## config.mk

```make
export PLATFORM = sky130hd
export DESIGN_NAME = cpu_run_monitor
export DESIGN_NICKNAME = d
export VERILOG_FILES = /design/src/rtl/cpu_mon_pkg.sv /design/src/rtl/trace_fifo.sv /design/src/rtl/cpu_run_monitor.sv
export SDC_FILE = /design/constraint.sdc
export NUM_CORES = 1
export LEC_CHECK = 0
export CAP_MARGIN = 20
export CORE_ASPECT_RATIO = 1.2
export CORE_MARGIN = 2
export CORE_UTILIZATION = 64
export DETAILED_ROUTE_END_ITERATION = 16
export PLACE_DENSITY = 0.93
export SLEW_MARGIN = 20
export SYNTH_ARGS = -nofsm -noshare
export SYNTH_HDL_FRONTEND = slang
export SYNTH_SLANG_ARGS = --single-unit
```

## constraint.sdc

```tcl
create_clock -name clk -period 10.17 [get_ports clk]
set_input_delay 2.034 -clock clk [delete_from_list [all_inputs] [get_ports clk]]
set_output_delay 2.034 -clock clk [all_outputs]
set_load 0.02 [all_outputs]
```

## src/rtl/cpu_mon_pkg.sv

```systemverilog
// Shared encodings for the CPU run monitor: halt causes, FSM states, syscall
// opcode and trace-entry layout {pc, wb_addr, wb_data}.
package cpu_mon_pkg;

    typedef enum logic [1:0] {
        HALT_NONE    = 2'd0,
        HALT_SYSCALL = 2'd1,
        HALT_LOOP    = 2'd2,
        HALT_TIMEOUT = 2'd3
    } halt_cause_e;

    typedef enum logic [1:0] {
        ST_IDLE = 2'd0,
        ST_RUN  = 2'd1,
        ST_DONE = 2'd2
    } mon_state_e;

    localparam logic [31:0] SYSCALL_INSTR = 32'h0000000C;
    localparam int          WB_ADDR_W     = 5;
    localparam int          TRACE_DATA_LSB = 0;

    function automatic int trace_w(input int pc_w, input int data_w);
        return pc_w + WB_ADDR_W + data_w;
    endfunction

    function automatic int trace_addr_lsb(input int data_w);
        return data_w;
    endfunction

    function automatic int trace_pc_lsb(input int data_w);
        return data_w + WB_ADDR_W;
    endfunction

    // Counters stick at all-ones instead of wrapping back to zero.
    function automatic logic [31:0] sat_inc(input logic [31:0] v);
        return (v == 32'hFFFF_FFFF) ? v : v + 32'd1;
    endfunction

endpackage

```

## src/rtl/trace_fifo.sv

```systemverilog
// Synchronous show-ahead FIFO for the writeback trace. Full-push behaviour is
// selected by CPU_RUN_MONITOR_TRACE_WRAP_EN (overwrite oldest) vs. drop newest.
module trace_fifo #(
    parameter int WIDTH = 69,
    parameter int DEPTH = 16
) (
    input  logic             clk,
    input  logic             reset,
    input  logic             clear,
    input  logic             push,
    input  logic             pop,
    input  logic [WIDTH-1:0] wdata,
    output logic [WIDTH-1:0] rdata,
    output logic             empty,
    output logic             full
);
    localparam int AW = $clog2(DEPTH);

    logic [WIDTH-1:0] mem_q [DEPTH];
    logic [AW:0]      wptr_q, wptr_d;
    logic [AW:0]      rptr_q, rptr_d;
    logic             do_pop;
    logic             do_write;

    assign empty  = (wptr_q == rptr_q);
    assign full   = (wptr_q[AW] != rptr_q[AW]) && (wptr_q[AW-1:0] == rptr_q[AW-1:0]);
    assign do_pop = pop && !empty;
    assign rdata  = empty ? '0 : mem_q[rptr_q[AW-1:0]];

    always_comb begin
        wptr_d   = wptr_q;
        rptr_d   = rptr_q;
        do_write = 1'b0;
        if (do_pop) begin
            rptr_d = rptr_q + 1'b1;
        end
        if (push) begin
            if (!full || do_pop) begin
                do_write = 1'b1;
                wptr_d   = wptr_q + 1'b1;
            end else begin
`ifdef CPU_RUN_MONITOR_TRACE_WRAP_EN
                // Write lands on the oldest slot; drag the read side past it.
                do_write = 1'b1;
                wptr_d   = wptr_q + 1'b1;
                rptr_d   = rptr_q + 1'b1;
`endif
            end
        end
        if (clear) begin
            wptr_d   = '0;
            rptr_d   = '0;
            do_write = 1'b0;
        end
    end

    always_ff @(posedge clk or posedge reset) begin
        if (reset) begin
            wptr_q <= '0;
            rptr_q <= '0;
        end else begin
            wptr_q <= wptr_d;
            rptr_q <= rptr_d;
        end
    end

    always_ff @(posedge clk) begin
        if (do_write) begin
            mem_q[wptr_q[AW-1:0]] <= wdata;
        end
    end

endmodule

```

## src/rtl/cpu_run_monitor.sv

```systemverilog
// Run monitor for the single-cycle CPU: IDLE/RUN/DONE FSM, halt detection,
// cycle/instruction counters and a writeback trace FIFO (CPU_RUN_MONITOR_TRACE_WRAP_EN).
module cpu_run_monitor
    import cpu_mon_pkg::*;
#(
    parameter int PC_W        = 32,
    parameter int DATA_W      = 32,
    parameter int TRACE_DEPTH = 16,
    parameter int MAX_CYCLES  = 1024,
    parameter int LOOP_LIMIT  = 4
) (
    input  logic                              clk,
    input  logic                              reset,
    input  logic                              start,
    input  logic [PC_W-1:0]                   pc_in,
    input  logic [31:0]                       instr_in,
    input  logic                              wb_en,
    input  logic [WB_ADDR_W-1:0]              wb_addr,
    input  logic [DATA_W-1:0]                 wb_data,
    input  logic                              rd_en,
    output logic [PC_W+WB_ADDR_W+DATA_W-1:0]  rd_data,
    output logic                              empty,
    output logic                              overflow,
    output logic                              running,
    output logic                              done,
    output logic [1:0]                        halt_cause,
    output logic [31:0]                       cycle_count,
    output logic [31:0]                       instr_count
);
    localparam int TW       = trace_w(PC_W, DATA_W);
    localparam int ADDR_LSB = trace_addr_lsb(DATA_W);
    localparam int PC_LSB   = trace_pc_lsb(DATA_W);
    localparam int LCW      = $clog2(LOOP_LIMIT + 1);

    mon_state_e       state_q, state_d;
    halt_cause_e      cause_q, cause_d;
    logic [31:0]      cyc_q, cyc_d;
    logic [31:0]      ins_q, ins_d;
    logic [LCW-1:0]   loop_q, loop_d;
    logic [PC_W-1:0]  prev_pc_q, prev_pc_d;
    logic             prev_vld_q, prev_vld_d;
    logic             ovf_q, ovf_d;

    logic             pc_same;
    logic             hit_sys, hit_loop, hit_to;
    logic             push, fifo_clear, fifo_full;
    logic [TW-1:0]    trace_entry;

    assign pc_same  = prev_vld_q && (pc_in == prev_pc_q);
    assign hit_sys  = (instr_in == SYSCALL_INSTR);
    assign hit_loop = pc_same && (loop_q == LCW'(LOOP_LIMIT - 1));
    assign hit_to   = (cyc_q == 32'(MAX_CYCLES - 1));
    assign push     = (state_q == ST_RUN) && wb_en && (wb_addr != '0);

    always_comb begin
        trace_entry = '0;
        trace_entry[TRACE_DATA_LSB +: DATA_W]  = wb_data;
        trace_entry[ADDR_LSB +: WB_ADDR_W]     = wb_addr;
        trace_entry[PC_LSB +: PC_W]            = pc_in;
    end

    always_comb begin
        state_d    = state_q;
        cause_d    = cause_q;
        cyc_d      = cyc_q;
        ins_d      = ins_q;
        loop_d     = loop_q;
        prev_pc_d  = prev_pc_q;
        prev_vld_d = prev_vld_q;
        ovf_d      = ovf_q;
        fifo_clear = 1'b0;
        case (state_q)
            ST_IDLE, ST_DONE: begin
                if (start) begin
                    state_d    = ST_RUN;
                    cause_d    = HALT_NONE;
                    cyc_d      = '0;
                    ins_d      = '0;
                    loop_d     = '0;
                    prev_vld_d = 1'b0;
                    ovf_d      = 1'b0;
                    fifo_clear = 1'b1;
                end
            end
            ST_RUN: begin
                cyc_d      = sat_inc(cyc_q);
                prev_pc_d  = pc_in;
                prev_vld_d = 1'b1;
                if (prev_vld_q && !pc_same) begin
                    ins_d = sat_inc(ins_q);
                end
                loop_d = pc_same ? loop_q + 1'b1 : '0;
                // A concurrent pop frees a slot, so only an unpopped full push loses data.
                if (push && fifo_full && !rd_en) begin
                    ovf_d = 1'b1;
                end
                if (hit_sys) begin
                    state_d = ST_DONE;
                    cause_d = HALT_SYSCALL;
                end else if (hit_loop) begin
                    state_d = ST_DONE;
                    cause_d = HALT_LOOP;
                end else if (hit_to) begin
                    state_d = ST_DONE;
                    cause_d = HALT_TIMEOUT;
                end
            end
            default: state_d = ST_IDLE;
        endcase
    end

    always_ff @(posedge clk or posedge reset) begin
        if (reset) begin
            state_q    <= ST_IDLE;
            cause_q    <= HALT_NONE;
            cyc_q      <= '0;
            ins_q      <= '0;
            loop_q     <= '0;
            prev_pc_q  <= '0;
            prev_vld_q <= 1'b0;
            ovf_q      <= 1'b0;
        end else begin
            state_q    <= state_d;
            cause_q    <= cause_d;
            cyc_q      <= cyc_d;
            ins_q      <= ins_d;
            loop_q     <= loop_d;
            prev_pc_q  <= prev_pc_d;
            prev_vld_q <= prev_vld_d;
            ovf_q      <= ovf_d;
        end
    end

    trace_fifo #(
        .WIDTH (TW),
        .DEPTH (TRACE_DEPTH)
    ) u_trace_fifo (
        .clk   (clk),
        .reset (reset),
        .clear (fifo_clear),
        .push  (push),
        .pop   (rd_en),
        .wdata (trace_entry),
        .rdata (rd_data),
        .empty (empty),
        .full  (fifo_full)
    );

    assign running     = (state_q == ST_RUN);
    assign done        = (state_q == ST_DONE);
    assign overflow    = ovf_q;
    assign halt_cause  = cause_q;
    assign cycle_count = cyc_q;
    assign instr_count = ins_q;

endmodule

```

Yosys cells after proc, flatten, opt, wreduce, memory -nomap -nowiden
Memories as Yosys holds them, arrays and structs flattened.
Index checks and enable logic that the tools add are counted.
- register bits after elaboration: 115
- memory bits (writable): 1104
- memories: 1
- memories (memory ; words ; width ; rd ports ; clocked after Yosys merged registers in ; write ports ; RTL line ; source):
    u_trace_fifo.mem_q ; 16 ; 69 ; 1 ; 0 ; 1 ; trace_fifo.sv:19 ; logic [WIDTH-1:0] mem_q [DEPTH];
- $add $sub $neg: 5
- equal/unequal tests: 17
- muxes and demuxes: 36
- reduce and logical (&&, ||, !) cells: 28
- operators by type and width (kind ; number):
    $mux 32 ; 4
    $pmux 32 s2 ; 2
    $mux 69 ; 1
    $add 32x1->32 const B ; 2
    $eq 32x32->1 const B ; 2
    $eq 32x10->1 const B ; 1
    $eq 32x32->1 ; 1
    $eq 32x4->1 const B ; 1
    $mux 5 ; 5
    $mux 2 ; 8
    $add 5x1->5 const B ; 2
    $logic_and 1x1->1 ; 9
    $mux 1 ; 9
    $reduce_and 3->1 ; 3
    $pmux 2 s2 ; 2
    $reduce_bool 2->1 ; 4
    $mux 3 ; 2
    $ne 2x2->1 const B ; 3
    $pmux 3 s2 ; 1
    $reduce_and 2->1 ; 3
    $eq 5x5->1 ; 1
    $reduce_bool 5->1 ; 1
    $eq 4x4->1 ; 1
    $logic_not 1->1 ; 4
    other kinds (12) ; 14

Logic depth before layout (Yosys ltp)
Gate-level depths: netlist of run 1.
- word-level depth: 9
- gate-level depth with buffers: 9

By module
Synthesis of run 1 repeated with hierarchy kept, for this count alone.
- cells, all modules: 2422
- area, all modules: 47712.0 um2
- by module, submodules not included (module ; times used ; cells each ; area each (um2) ; sequential area each (um2)):
    trace_fifo ; 1 ; 1783 ; 42056.6 ; 33402.0
    cpu_run_monitor ; 1 ; 639 ; 5655.4 ; 2627.5

Worst setup path before layout of run 1
OpenSTA, ideal clock, no wires.
- path type: input port to flip-flop
- start: input port wb_addr[3]
- end: memory u_trace_fifo.mem_q[3][0] (enable)
- library setup time: 0.581 ns
- arrival time: 7.534 ns
- data required time: 9.589 ns
- path slack: 2.056 ns
- stages on the path: 5
- buffers on the path: 0
- path through: or4_1 -> o211ai_1 -> a21oi_1 -> nand2_1 -> nor3_1
- longest elaborated chain between the ends: 6
- RTL lines (item ; RTL line ; source):
    start, declared ; cpu_run_monitor.sv:18 ; input logic [WB_ADDR_W-1:0] wb_addr,
    $reduce_bool 5->1 ; cpu_run_monitor.sv:53 ; assign push = (state_q == ST_RUN) && wb_en && (wb_addr != '0);
    $logic_and 1x1->1 ; cpu_run_monitor.sv:53 ;
    $mux 1 ; trace_fifo.sv:37 ; if (push) begin
    $mux 1 ; trace_fifo.sv:50 ; if (clear) begin
    $mux 1 ; trace_fifo.sv:68 ; if (do_write) begin
    $mux 1 (implied by the code) ; trace_fifo.sv:69 ; mem_q[wptr_q[AW-1:0]] <= wdata;
    end, declared ; trace_fifo.sv:19 ;
No other way between the ends.

Final worst setup path of run 1
- start: register u_trace_fifo.rptr_q[0]
- end: output port rd_data[41]
- longest elaborated chain between the ends: 2
- elaborated cells on any way between the ends: 3
- classes of those cells: 1 x eq/ne; 1 x mux; 1 x memory
- RTL lines (item ; RTL line ; source):
    start, declared ; trace_fifo.sv:21 ; logic [AW:0] rptr_q, rptr_d;
    start signal, assigned ; trace_fifo.sv:63 ; rptr_q <= rptr_d;
    $mem_v2 16x69 or $eq 5x5->1 (tied branches) ; -- ;
    $mux 69 (*) ; trace_fifo.sv:28 ; assign rdata = empty ? '0 : mem_q[rptr_q[AW-1:0]];
    end, declared ; cpu_run_monitor.sv:21 ; output logic [PC_W+WB_ADDR_W+DATA_W-1:0] rd_data,
Mark *: on every way between the ends. The rest lies on a longest branch, timed or not.

==> reports/summary.txt, run 1 <==
unrepaired setup endpoints after global routing - no
final worst path period share - 69.9%
max-cap viol count - 0
H-tree depth reported by CTS - 3
critical register-to-register path startpoint - u_trace_fifo.rptr_q[0]$_DFFE_PP0P_
count of unique library cells instantiated by Yosys - 52
area enclosed by the die boundary - 77200 um2
Yosys warning count - 0
final routed wire length divided by cell count - 36.0 um
mux contribution to synthesized area - 16.3%
transition time at the pin with the least slew margin - 1.14 ns
startpoint types - flip-flop
buffer type at the clock tree root - clkbuf_16
cell breakdown of the critical path - buf_12, buf_16, xor2_1, nor4_1, and2_4, nor2b_1, clkdlybuf4s50_1
CTS clock-pin slew for the worst setup and hold paths - 0.06 ns
drt first pass iters - 8
PD cells - 259 nW/um2
relative slew slack - 23.9%
I/O pin cnt - 245
count of flip-flops with a built-in enable after synthesis - 1104
kind of capture point of the worst setup path - output port
Global Route Usage Sum - 34.7%
dominant cell by count in the synthesized netlist - edfxtp_1
static power due to leakage - 0.0176 uW
data arrival time at the worst-slack endpoint - 5.07 ns
most area-hungry cell type in the Yosys netlist - edfxtp_1
average size of a mapped cell - 20.8 um2
launch point of the worst hold path - loop_q[1]$_DFFE_PP0P_
worst endpoint required time - 8.14 ns
core area - 74600 um2
register bit count reported by yosys - 1219
number of buffers added by the clock tree synthesis step - 109
share of synthesized cell area in full adder, half adder and majority cells - 0.235%
Max stage delay on crit path - 0.89 ns
parity-gate share of the synthesized area counting xor and xnor cells - 1.17%
Post-Syn Area - 48000 um2
Total Negative Setup Slacks - 0 ns
kind of path behind the tightest hold check - flip-flop to flip-flop
clock tree from TritonCTS - done
share of post-route cells with drive strength above 1 - 22.0%
final worst setup slack - 3.06 ns
via count of the first global-routing pass - 27.2k
cell types with the highest counts after synthesis - 1104 x edfxtp_1, 345 x mux4_2, 148 x nand2_1
dominant combinational cell family by area after synthesis - multiplexers
number of gates resized after CTS - 0
setup slack of the most critical reg-to-reg path - 4.76 ns
Critical Path Start - u_trace_fifo.rptr_q[0]$_DFFE_PP0P_
R2R depth - 8
Setup Viol. Count Final - 0
hold path depth - 1
initial antenna violation count - 12
number of nets in the layout - 2711
top cell type's share of synthesized area - 69.1%
part of the Yosys area used for sequential elements - 75.1%
Final Critical Period - 7.11 ns
maximum buffer depth of the clock tree - 3
layout overhead on the synthesized area - 15.4%
largest fanout on the critical path - 74
worst setup slack after placement - 3.52 ns
clock sink total - 1219
number of vias after detailed routing - 26.8k
Post-Synthesis Net Count - 2426
antenna violation net count after detailed routing - 0
IR Drop Worst-Case VDD - 0.279 mV
largest net degree at the start of global routing - 130
starting density of the core - 64.3%
most used flip-flop cell after synthesis - edfxtp_1
number of fill cells in the layout - 3817
CP Class - flip-flop to output port
vias per inst - 7.24
clock insertion delay at the later pin of the skew report - 0.71 ns
setup skew after layout - 0.0404 ns
Vert. Die Dim - 304 um
Compound-Gate Fraction of Synth Area - 1.20%
number of standard-cell rows in the floorplan - 110
residual overflow from global routing - 0
run status - complete, no violations
chip width - 254 um
worst-path cell with the longest stage delay - and2_4
wire length reported by the detailed router - 133 mm
highest attainable clock frequency - 0.141 GHz
cells after synthesis - 2311
leading cell types by total area after synthesis - edfxtp_1 69%, mux4_2 16%, dfrtp_1 6.0%
Fin. Hold Viols - 0
count of buffers from port buffering - 244
DRC violation total after the first TritonRoute iteration - 4043
final-report max-slew violation count - 0
Async S/R FF share, synth - 9.43%
wire length of the first global-routing pass - 190 mm
number of DRC violations after detailed routing - 0
Synth Area in Simple Gates - 4.91%
# hold bufs at CTS - 0
worst hold slack - 0.506 ns
post-detailed-placement half-perimeter wirelength - 66.2 mm
RD Place Congestion - 0.874
number of post-CTS setup repair buffers - 0
==> registers in the layout, indices dropped and copies added (netlist names) <==
register / cells
cycle_count: 32
halt_cause: 2
instr_count: 32
loop_q: 3
overflow: 1
prev_pc_q: 32
prev_vld_q: 1
state_q: 2
u_trace_fifo.mem_q: 1104
u_trace_fifo.rptr_q: 5
u_trace_fifo.wptr_q: 5
==> cell families after synthesis <==
logic type,after synthesis
AO/OA/AOI/OAI,93
adder cells (fa/ha/maj),9
XOR/XNOR,64
AND/OR/NAND/NOR,447
buffers and inverters,127
flip-flops,1219
multiplexers,352
==> worst paths after layout <==
path                                                  endpoint
hold reg to reg                          loop_q[1]$_DFFE_PP0P_
setup / recovery                                   rd_data[41]
max in group asynchronous   u_trace_fifo.rptr_q[3]$_DFFE_PP0P_
min in group asynchronous          instr_count[11]$_DFFE_PP0P_
setup reg to reg           u_trace_fifo.mem_q[6][36]$_DFFE_PP_
hold / removal                           loop_q[1]$_DFFE_PP0P_
==> routing by layer <==
metal | global-route usage (%) | up-vias | share of wire, %
met5 | 0 | - | 0.058
met2 | 56.5 | 2576 | 51
li1 | - | 10083 | -
met4 | 16.0 | 12 | 4.7
met1 | 45.4 | 13676 | 33
met3 | 7.61 | 452 | 12
==> layout make-up <==
class                   instances  area (um2)  area share (%)
repair buffers                292        2880            5.21
flip-flops and latches       1219       36000            65.1
diodes                          7        17.5          0.0316
inverters                       9        36.3          0.0655
clock inverters                63         653            1.18
clock buffers                 139        2890            5.22
well taps                    1008        1260            2.28
multi-input cells             965       11600            20.9
==> cell usage in the layout, fill, tap and decap left out, types with 7 or more instances in the layout <==
master / synthesis / routed
clkinv_1: 0 / 19
diode_2: 0 / 7
bufinv_16: 0 / 12
or4_1: 20 / 20
or3_1: 18 / 18
xor2_1: 49 / 49
inv_1: 9 / 7
buf_4: 0 / 42
clkbuf_1: 75 / 25
xnor2_1: 15 / 15
nand2_1: 148 / 148
clkbuf_16: 0 / 109
nor2b_1: 72 / 71
clkdlybuf4s50_1: 0 / 244
nor2_4: 0 / 11
a21oi_1: 31 / 31
dfrtp_1: 115 / 111
clkinv_2: 0 / 22
ha_1: 9 / 9
nor4_1: 27 / 27
nand3_1: 25 / 25
mux4_2: 345 / 345
o21ai_0: 22 / 22
nand4_1: 26 / 26
and3_1: 7 / 7
nand2b_1: 8 / 7
edfxtp_1: 1104 / 1104
o31ai_1: 20 / 20
nor2_1: 53 / 42
nor3_1: 13 / 9
==> worst max-delay path: cells and delay by family (launching register included) <==
kind | cells | cell delay [ns]
xor+xnor | 1 | 0.13
flops | 1 | 0.70
buf+inv | 3 | 1.54
simple gates | 3 | 1.90
==> per-stage QoR <==
stage	power, uW	util (%)	cell area, um2	cells
floorplan	8540	-	48000	2311
global placement	9860	69.3	51700	3490
detailed placement	10100	69.4	51700	3491
CTS	14300	74.1	55300	3693
global route	14700	74.2	55400	3700
finish	14400	74.2	55400	3702
==> where the power goes <==
group	internal, uW	total, uW	switching, uW
Sequential	5700	5940	233
Combinational	1930	4200	2270
Clock	2320	4220	1900
Total	9950	14400	4400
Note: power is estimated with default switching activity, not from simulation.
==> run 2: changes to the inputs <==
- CORE_UTILIZATION: 64 -> 60
- PLACE_DENSITY: 0.93 -> 0.89
- clock period: 10.17 -> 7 ns (I/O delays scaled with it)
==> run 2 against run 1 <==
  * Critical path depth shrank 2
  * First-iteration DRC count decreased by 17%
  * Combinational power grew 44%
  * Non-clock buffer count is the same
  * Clock power is 40% higher
  * Worst hold slack lost 0.010 ns
==> reports/summary.txt, run 2 (synthesis gave the netlist of run 1 again) <==
area occupied by multi-input gates - 11600 um2 (about the same)
number of post-CTS setup repair buffers - 0 (unchanged)
clock sink total - 1219 (unchanged)
count of buffers from port buffering - 244 (unchanged)
final standard cell count with taps included and fillers excluded - 3719 (was 3702)
layout overhead on the synthesized area - 15.3% (was 15.4%)
Sequential Area - 36000 um2 (unchanged)
cell breakdown of the critical path - xor2_1, nor4_1, and2_4, nor2b_1, clkdlybuf4s50_1 (was buf_12, buf_16, xor2_1, nor4_1, and2_4, nor2b_1, clkdlybuf4s50_1)
Fin. Hold Viols - 0 (unchanged)
net switching power - 6240 uW (was 4400 uW)
most used cells in the layout excluding fill and tap cells - 1104 x edfxtp_1, 345 x mux4_2, 244 x clkdlybuf4s50_1 (unchanged)
Max stage delay on crit path - 0.98 ns (was 0.89 ns)
highest attainable clock frequency - 0.172 GHz
Bufs and invs on worst path - 1 (was 3)
static power due to leakage - 0.0176 uW (about the same)
worst setup slack after placement - 1.38 ns (was 3.52 ns)
number of nets in the layout - 2711 (unchanged)
RD Place Congestion - 0.889 (was 0.874)
post-detailed-placement half-perimeter wirelength - 68.0 mm (was 66.2 mm)
clock tree from TritonCTS - done (unchanged)
worst hold slack - 0.496 ns (was 0.506 ns)
clock share of power - 28.7% (was 29.4%)
CP Class - flip-flop to output port (unchanged)
number of standard-cell rows in the floorplan - 113 (was 110)
setup skew after layout - 0.0293 ns (was 0.0404 ns)
Total Negative Setup Slacks - 0 ns (unchanged)
I/O pin cnt - 245 (unchanged)
drt first pass iters - 7 (was 8)
DRC violation total after the first TritonRoute iteration - 3371 (was 4043)
worst-path cell with the longest stage delay - dfrtp_4 (was and2_4)
kind of path behind the tightest hold check - flip-flop to flip-flop (unchanged)
Global Route Usage Sum - 31.4% (was 34.7%)
number of gates resized after CTS - 0 (unchanged)
clock insertion delay at the later pin of the skew report - 0.70 ns (was 0.71 ns)
starting density of the core - 60.6% (was 64.3%)
via count of the first global-routing pass - 26.9k (was 27.2k)
unrepaired setup endpoints after global routing - no (unchanged)
number of DRC violations after detailed routing - 0 (unchanged)
final worst path period share - 83.1%
final routed wire length divided by cell count - 34.0 um (was 36.0 um)
data arrival time at the worst-slack endpoint - 4.42 ns (was 5.07 ns)
flip-flop count of the largest register after layout - 1104 (unchanged)
vias per inst - 7.02 (was 7.24)
IR Drop Worst-Case VDD - 0.306 mV (was 0.279 mV)
buffer type at the clock tree root - clkbuf_16 (unchanged)
number of buffers added by the clock tree synthesis step - 109 (unchanged)
relative slew slack - 24.0% (was 23.9%)
wire length reported by the detailed router - 127 mm (was 133 mm)
max-cap viol count - 0 (unchanged)
initial antenna violation count - 2 (was 12)
wire length of the first global-routing pass - 185 mm (was 190 mm)
transition time at the pin with the least slew margin - 1.14 ns (about the same)
chip width - 262 um (was 254 um)
area enclosed by the die boundary - 82300 um2 (was 77200 um2)
Internal Power - 14300 uW (was 9950 uW)
post-place instance area - 51900 um2 (was 51700 um2)
final-report max-slew violation count - 0 (unchanged)
worst endpoint required time - 5.60 ns (was 8.14 ns)
final worst setup slack - 1.18 ns (was 3.06 ns)
H-tree depth reported by CTS - 3 (unchanged)
category of cells accounting for the largest share of critical-path delay - simple AND/OR/NAND/NOR gates (unchanged)
share of post-route cells with drive strength above 1 - 21.7% (was 22.0%)
Seq pwr share - 41.8% (was 41.4%)
number of fill cells in the layout - 4351 (was 3817)
PD cells - 371 nW/um2 (was 259 nW/um2)
finished layout cell area - 55300 um2 (was 55400 um2)
antenna violation net count after detailed routing - 0 (unchanged)
proportion of total power due to net switching - 30.4% (was 30.7%)
Vert. Die Dim - 314 um (was 304 um)
CTS clock-pin slew for the worst setup and hold paths - 0.07 ns (was 0.06 ns)
maximum buffer depth of the clock tree - 3 (unchanged)
largest fanout on the critical path - 74 (unchanged)
Setup Viol. Count Final - 0 (unchanged)
residual overflow from global routing - 0 (unchanged)
# hold bufs at CTS - 0 (unchanged)
largest net degree at the start of global routing - 131 (was 130)
Final Critical Period - 5.82 ns
cell total after placement - 3520 (was 3491)
number of vias after detailed routing - 26.1k (was 26.8k)
startpoint types - flip-flop (unchanged)
Comb power frac - 29.5% (was 29.3%)
leading cell type in the layout, fill and taps excluded - edfxtp_1 (unchanged)
core area - 79200 um2 (was 74600 um2)
run status - complete, no violations (unchanged)
kind of capture point of the worst setup path - output port (unchanged)
run 2: cell count changes in the layout (fill, tap and decap cells not counted), moves of 2 or more:
cell	change
buf_16	-2
diode_2	-6
buf_4	-6
buf_12	+8
clkinv_4	+2
bufinv_16	-4
clkinv_8	-3
inv_6	+5
clkinv_2	-7
clkbuf_1	+2
nor3_4	+4
clkbuf_8	-3
nor3_2	-4
run 2: worst register-to-register path, stage by stage (launching register included):
cell	delay [ns]
dfrtp_1	0.37
nand2b_2	0.57
inv_1	0.44
o211ai_1	0.33
a21oi_1	0.79
nand2_1	0.54
nor2_4	0.83
buf_4	0.58
run 2: through the flow:
stage	util (%)	power (uW)
2_1_floorplan	-	12400
3_3_place_gp	65.6	14400
3_5_place_dp	65.6	14600
4_1_cts	69.9	20600
5_1_grt	69.9	21100
6_report	69.9	20500
run 2: worst paths after layout:
| path | to | slack (ns) | start | cells past startpoint |
|---|---|---|---|---|
| worst max register to register | u_trace_fifo.mem_q[5][4]$_DFFE_PP_ | 2.14 | state_q[1]$_DFFE_PP0P_ | 7 |
| worst min-delay path | prev_pc_q[29]$_DFFE_PP0P_ | 0.50 | prev_pc_q[29]$_DFFE_PP0P_ | 2 |
| worst min register to register | prev_pc_q[29]$_DFFE_PP0P_ | 0.50 | prev_pc_q[29]$_DFFE_PP0P_ | 2 |
| min in group asynchronous | instr_count[12]$_DFFE_PP0P_ | 1.16 | reset | 2 |
| max in group asynchronous | u_trace_fifo.rptr_q[3]$_DFFE_PP0P_ | 4.45 | reset | 3 |
| worst max-delay path | rd_data[42] | 1.18 | u_trace_fifo.rptr_q[1]$_DFFE_PP0P_ | 5 |
run 2: area by class of cell:
class / count / share of cell area [%]
flip-flops and latches: 1219 / 65.1
multi-input cells: 965 / 21.0
repair buffers: 292 / 5.32
clock buffers: 138 / 5.16
well taps: 1035 / 2.34
clock inverters: 60 / 1.03
inverters: 9 / 0.0656
diodes: 1 / 0.00452
run 2: per-layer routing:
metal  share of wire [%]  track usage, %
met3                 9.7            5.11
met2                  52            53.2
met1                  34            41.2
met5                   0               0
met4                 4.4            12.6
run 2: power by group through the flow:
stage	sequential (uW)	clock, uW	combinational, uW
floorplan	8580	0	3820
global placement	8670	0	5730
detailed placement	8710	0	5930
CTS	8570	5940	6090
global route	8600	6180	6330
finish	8580	5890	6050
